$ cat config.mk
export PLATFORM = sky130hd
export DESIGN_NAME = cd_sdpram
export DESIGN_NICKNAME = d
export VERILOG_FILES = /design/src/rtl/cd_sdpram.sv
export SDC_FILE = /design/constraint.sdc
export NUM_CORES = 2
export LEC_CHECK = 0
export BUFFER_PORTS_ARGS = -buffer_cell sky130_fd_sc_hd__buf_4
export CORE_ASPECT_RATIO = 0.5
export CORE_MARGIN = 5
export CORE_UTILIZATION = 29
export CTS_BUF_LIST = sky130_fd_sc_hd__clkbuf_2 sky130_fd_sc_hd__clkbuf_4 sky130_fd_sc_hd__clkbuf_8
export CTS_CLUSTER_SIZE = 28
export DETAILED_ROUTE_END_ITERATION = 16
export GPL_TIMING_DRIVEN = 0
export HOLD_SLACK_MARGIN = 0.1
export SKIP_LAST_GASP = 1
export SYNTH_ARGS = -nofsm -noshare
export SYNTH_HDL_FRONTEND = slang
export SYNTH_SLANG_ARGS = --single-unit
$ cat constraint.sdc
create_clock -name clk -period 7.95 [get_ports clk]
set_input_delay 1.59 -clock clk [delete_from_list [all_inputs] [get_ports clk]]
set_output_delay 1.59 -clock clk [all_outputs]
set_load 0.005 [all_outputs]
$ cat src/rtl/cd_sdpram.sv
// ============================================================================
// cd_sdpram : simple dual-port SRAM with byte enables, RDW select, clear-on-reset
// Rev 1.0
// ============================================================================
`default_nettype none

module cd_sdpram #(
    parameter int A_WIDTH    = 8,
    parameter int D_WIDTH    = 8,
    parameter int RDW_MODE   = 0,
    parameter int OUT_REG    = 0,
    parameter int CLR_ON_RST = 1
) (
    input  logic                   clk,
    input  logic                   reset_n,
    output logic                   busy,
    input  logic                   w_cen,
    input  logic [A_WIDTH-1:0]     w_addr,
    input  logic [D_WIDTH-1:0]     w_data,
    input  logic [D_WIDTH/8-1:0]   w_ben,
    input  logic                   r_cen,
    input  logic [A_WIDTH-1:0]     r_addr,
    output logic [D_WIDTH-1:0]     r_data,
    output logic                   r_valid
);

    localparam int B_NUM = D_WIDTH / 8;
    localparam int DEPTH = 2 ** A_WIDTH;

    typedef enum logic [1:0] {
        ST_RST   = 2'd0,
        ST_CLEAR = 2'd1,
        ST_IDLE  = 2'd2
    } state_t;

    state_t               r_state;
    state_t               w_state_nxt;
    logic [A_WIDTH-1:0]   r_cnt;
    logic [A_WIDTH-1:0]   w_cnt_nxt;
    logic [D_WIDTH-1:0]   r_mem [DEPTH];

    logic                 w_usr_we;
    logic                 w_rd_fire;
    logic [B_NUM-1:0]     w_lane_we;
    logic [A_WIDTH-1:0]   w_wr_addr;
    logic [D_WIDTH-1:0]   w_wr_data;
    logic [D_WIDTH-1:0]   w_rd_word;

    logic                 r_s1_valid;
    logic [D_WIDTH-1:0]   r_s1_data;

    always_ff @(posedge clk) begin
        if (!reset_n) begin
            r_state <= (CLR_ON_RST != 0) ? ST_RST : ST_IDLE;
            r_cnt   <= '0;
        end else begin
            r_state <= w_state_nxt;
            r_cnt   <= w_cnt_nxt;
        end
    end

    always_comb begin
        w_state_nxt = r_state;
        w_cnt_nxt   = r_cnt;
        case (r_state)
            ST_RST: begin
                w_state_nxt = ST_CLEAR;
                w_cnt_nxt   = '0;
            end
            ST_CLEAR: begin
                // Counter wraps to 0 naturally after the last address
                w_cnt_nxt = r_cnt + 1'b1;
                if (&r_cnt) begin
                    w_state_nxt = ST_IDLE;
                end
            end
            default: w_state_nxt = ST_IDLE;
        endcase
    end

    assign busy      = (CLR_ON_RST != 0) && (r_state != ST_IDLE);
    assign w_usr_we  = !w_cen && !busy;
    assign w_rd_fire = !r_cen && !busy;

    // The clear sequencer and the user port share one physical write port
    always_comb begin
        w_lane_we = '0;
        w_wr_addr = w_addr;
        w_wr_data = w_data;
        if (r_state == ST_CLEAR) begin
            w_lane_we = '1;
            w_wr_addr = r_cnt;
            w_wr_data = '0;
        end else if (w_usr_we) begin
            w_lane_we = ~w_ben;
        end
    end

    always_ff @(posedge clk) begin
        for (int i = 0; i < B_NUM; i++) begin
            if (w_lane_we[i]) begin
                r_mem[w_wr_addr][8*i +: 8] <= w_wr_data[8*i +: 8];
            end
        end
    end

    always_comb begin
        w_rd_word = r_mem[r_addr];
        if ((RDW_MODE != 0) && w_usr_we && (w_addr == r_addr)) begin
            for (int i = 0; i < B_NUM; i++) begin
                if (!w_ben[i]) begin
                    w_rd_word[8*i +: 8] = w_data[8*i +: 8];
                end
            end
        end
    end

    always_ff @(posedge clk) begin
        if (!reset_n) begin
            r_s1_valid <= 1'b0;
            r_s1_data  <= '0;
        end else begin
            r_s1_valid <= w_rd_fire;
            if (w_rd_fire) begin
                r_s1_data <= w_rd_word;
            end
        end
    end

    generate
        if (OUT_REG != 0) begin : g_out_reg
            logic               r_s2_valid;
            logic [D_WIDTH-1:0] r_s2_data;

            always_ff @(posedge clk) begin
                if (!reset_n) begin
                    r_s2_valid <= 1'b0;
                    r_s2_data  <= '0;
                end else begin
                    r_s2_valid <= r_s1_valid;
                    if (r_s1_valid) begin
                        r_s2_data <= r_s1_data;
                    end
                end
            end

            assign r_data  = r_s2_data;
            assign r_valid = r_s2_valid;
        end else begin : g_no_out_reg
            assign r_data  = r_s1_data;
            assign r_valid = r_s1_valid;
        end
    endgenerate

endmodule

`default_nettype wire

== Word level (Yosys, flattened, before mapping) ==
Memory sizes are Yosys's and may differ from the RTL's. A register that Yosys moved wholly into a read port is not among the register bits.
Index checks and enable logic that the tools add are counted.

* Bits in writable memories: 2048
* Input port bits: 29
* Output and inout bits: 10
* Logic and storage cells: 27
* Memories kept: 1
* Bits in registers: 11

{| class="wikitable"
|+ Memories
! memory !! words !! bits a word !! read ports !! clocked after Yosys merged registers in !! write ports !! RTL line !! text
|-
| r_mem || 256 || 8 || 1 || 1 || 1 || 40 || <nowiki>logic [D_WIDTH-1:0] r_mem [DEPTH];</nowiki>
|}

* Equal/unequal tests: 3
* Mux-type cells: 9
* Add/sub/neg operators: 1
* Reductions and logical operators: 9
* Bitwise gates (word level): 1

{| class="wikitable"
|+ Operator list
! cell !! number
|-
| two-way mux 8 bit || 2
|-
| one-hot mux 8 bit (2 select lines) || 1
|-
| adder 8 x 1 -> 8 bit, second input constant || 1
|-
| AND reduction 8 bit || 1
|-
| logical NOT 1 bit || 4
|-
| two-way mux 1 bit || 4
|-
| inequality test 2 bit, second input constant || 2
|-
| one-hot mux 2 bit (2 select lines) || 1
|-
| equality test 2 x 1 -> 1 bit, second input constant || 1
|-
| logical AND 1 bit || 2
|-
| logical NOT 2 bit || 1
|-
| two-way mux 2 bit || 1
|-
| nonzero test 2 bit || 1
|-
| NOT 1 bit || 1
|}

== Longest topological paths before layout ==
* Depth in word-level cells: 7
* Gate-level depth with buffers: 14
* Depth with buffers taken out: 7

== Least setup slack after synthesis ==
Ideal clock, no wire load.

* Path type: input port to flip-flop
* Start point: input port w_data[0]
* End point: memory r_mem[0][0], data pin
* Buffers on the path: 0
* Setup slack: 2.246 ns
* Data required time: 7.080 ns
* Arrival: 4.834 ns
* Setup time: 0.870 ns
* Cell stages on the path: 1
* Cells stage by stage: and2_1

* Word-level cells in the longest chain between the ends: 1

{| class="wikitable"
|+ Ends and longest elaborated chain
! element !! RTL line !! text
|-
| from (decl) || 19 || <nowiki>input logic [D_WIDTH-1:0] w_data,</nowiki>
|-
| two-way mux 8 bit || 90 || <nowiki>if (r_state == ST_CLEAR) begin</nowiki>
|-
| to (decl) || 40 ||
|}

No other way between the ends.

==> metrics.csv <==
metric,value,unit
run status,finished with violations,
failing checks,"capacitance limit, slew limit",
most frequent cells in the layout,"edfxtp_1 (2048), mux4_2 (390), clkbuf_8 (344)",
DRC viols,0,
syn avg cell area,20.4,um2
"IR drop worst, VDD",0.112,mV
Routed WL,294000,um
drt via density,5.52,
Gate power share,0.064,
clock root buffer,clkbuf_8,
Finished Cell Area,92800,um2
Syn Nets,4001,
Resized cells post-CTS,0,
crit path max fanout,10,
CTS tree,built,
Fin. Hold Viols,0,
GR Overflow Total,0,
CTS Sinks,2067,
"commonest non-fill, non-tap cell in the layout",edfxtp_1,
Max Slew Vio Count,87,
detailed-route via count,46141,
synth warn,0,
R2R depth,8,
sequential power share,0.541,
Setup crit start kind,input port,
hold_sp,r_data[0],
DRT antenna net count,0,
"Setup Fix Bufs, Post-CTS",0,
Max Clk Rate,153,MHz
chip height,384,um
clock-pin slew on the worst setup and hold paths,0.06,ns
max-cap viol count,11,
final net count,4406,
Clk pwr share,0.395,
fin worst setup slack,1.41,ns
Post-DP Area,86700,um2
Hold Crit Depth,2,
CTS Buf Count,337,
Pwr Density,239,nW/um2
mux cell area share after synthesis,0.149,
largest family of logic cells by synthesized area,multiplexers,
Pint,16.9,mW
Final Skew,0.0688,ns
RSZ-0062 raised after global routing,no,
latest clock arrival within the worst-skew pair,1.06,ns
Max-slew headroom,-0.131,
Post-synth EDFFs,2048,
Cells after Synth,3971,
Unique masters post-synth,74,
H-tree depth,5,
crit path time final,6.54,ns
CTS max path bufs,4,
DR pass1 iterations,6,
Critical Path AT,7.51,ns
hold slack,0.562,ns
port bufs,36,
sequential share of the synthesized area,0.764,
P_leak,29.1,nW
number of setup violations in the final report,0,
Post-Synth Adder-Cell Area,0.000155,
worst reg2reg path endpoint,r_mem[255][1],
Post-DP HPWL,194000,um
worst r2r src,r_state[1],
worst min path class,reg2reg,
sw frac,0.236,
final std cells w/o fill,8358,
vias in the first global route,44761,
Starting Density,0.291,
top_reg_cell synth,edfxtp_1,
Compound-Gate Fraction of Synth Area,0.0327,
initial antenna violation count,16,
"FFs w/ async S/R, synth",0,
Die ar.,290000,um2
WP data required,8.92,ns
Sw Pwr,5.22,mW
placed cell count,7790,
GPL Wtd Cong,0.986,
worst slew pin tran,1.70,ns
r2r setup slk,2.35,ns
pin count of the biggest net entering global routing,97,
Synth Area in XOR/XNOR,0.000649,
Layout area overhead,14.6,%
Min-Delay Endpoint,r_data[0],
Final Cycle Share,0.822,
"FF+latch count, synth",2067,
CP endpoint kind,flip-flop,
Setup WS pre-CTS,0.639,ns
Rows,137,
hold_buf cts,0,
Total GRT Usage,0.198,
first-pass GRT wire length,391000,um
Routed wire per std cell,35.2,um
crit path kind,in2reg,
DR iter-0 viols,8404,
Pwr Total,22.2,mW
Synth Cell Area,81000,um2
Die X,757,um
I/O pins,39,
core area,278000,um2
synthesized-area fraction occupied by and/or/nand/nor cells,0.0331,
share of layout cells above drive strength 1,0.242,
## cells by family after synthesis
kind of cell | count (synthesis)
AO/OA/AOI/OAI | 376
XOR/XNOR | 6
adder cells (fa/ha/maj) | 1
buffers and inverters | 241
flip-flops | 2067
multiplexers | 676
AND/OR/NAND/NOR | 604
## metrics by stage
| step | setup TNS [ns] | util |
|---|---|---|
| 6_report | 0 | 0.333 |
| 5_1_grt | 0 | 0.333 |
| 4_1_cts | 0 | 0.333 |
| 3_5_place_dp | 0 | 0.311 |
| 3_3_place_gp | -3366.93 | 0.309 |
| 2_1_floorplan | 0 | - |
## cells in the mapped netlist, types with 7 or more instances
library cell,number,area share
buf_1,10,0.00046
nand3_1,50,0.0031
o221ai_1,40,0.0043
edfxtp_1,2048,0.76
mux2i_1,255,0.032
a2111oi_0,14,0.0015
clkbuf_1,93,0.0043
a22o_1,8,0.00087
or3_1,8,0.00062
nor2_1,307,0.014
a21oi_1,39,0.0024
nand2b_1,8,0.00062
nand2_1,119,0.0055
a211o_1,9,0.00097
mux4_1,25,0.0081
o22ai_1,92,0.0071
buf_4,19,0.0018
nor4_1,11,0.00085
buf_2,54,0.0033
a211oi_1,28,0.0026
nand4_1,7,0.00054
buf_6,38,0.0053
buf_8,14,0.0026
buf_12,8,0.0020
dfxtp_1,19,0.0047
nor2b_1,8,0.00062
mux4_2,390,0.11
and2_1,21,0.0016
o211ai_1,8,0.00074
a22oi_1,44,0.0041
nand3b_1,19,0.0018
o21ai_0,35,0.0022
nor3_1,24,0.0015
a31oi_1,12,0.00093
## sequential cells by signal, indices dropped and copies added, names as in the netlist
name and flops:
r_state 2, r_mem 2048, r_valid 1, r_data 8
r_cnt 8
## cell type report
| type | instances | area, um2 |
|---|---|---|
| tap | 3753 | 4700 |
| fill | 26105 | 186000 |
| buffer | 238 | 1630 |
| antenna | 9 | 22.5 |
| inverter | 3 | 11.3 |
| timing repair buffer | 66 | 980 |
| multi-input combinational | 1663 | 17500 |
| clock buffer | 443 | 5480 |
| clock inverter | 116 | 579 |
| sequential | 2067 | 61900 |
## worst max path at each step
stage              endpoint  slack, ns  startpoint
2_1_floorplan   r_mem[0][0]       2.25   w_data[0]
3_3_place_gp   r_mem[46][4]      -1.90   w_data[4]
3_5_place_dp      r_data[1]       0.64   r_addr[1]
4_1_cts           r_data[1]       1.72   r_addr[1]
5_1_grt           r_data[1]       1.71   r_addr[1]
6_report          r_data[1]       1.41   r_addr[1]
## worst max-delay path, cell delays in order
cell	delay (ns)
buf_2	0.38
buf_4	0.31
buf_4	0.40
buf_2	0.53
buf_2	0.86
mux4_2	0.45
nor3_1	0.06
nor4_1	1.12
o41ai_1	0.49
nor4_1	1.07
a211o_1	0.17
## metal layers
layer / vias to the layer above / track usage / wire length (um) / part of all wire
li1: 17369 / - / - / -
met1: 24395 / 0.251 / 107000 / 0.36
met2: 3593 / 0.302 / 132000 / 0.45
met3: 774 / 0.0571 / 35300 / 0.12
met4: 10 / 0.116 / 19700 / 0.067
met5: - / 0 / 94 / 0.00032
## power by group through the flow
| stage | Combinational [mW] | Clock [mW] | Sequential (mW) |
|---|---|---|---|
| finish | 1.41 | 8.75 | 12.0 |
| global route | 1.41 | 9.29 | 12.0 |
| CTS | 1.37 | 8.74 | 12.0 |
| detailed placement | 1.37 | 0 | 12.2 |
| global placement | 1.30 | 0 | 12.3 |
| floorplan | 0.653 | 0 | 12.3 |
Power figures use the tool's default switching activity.
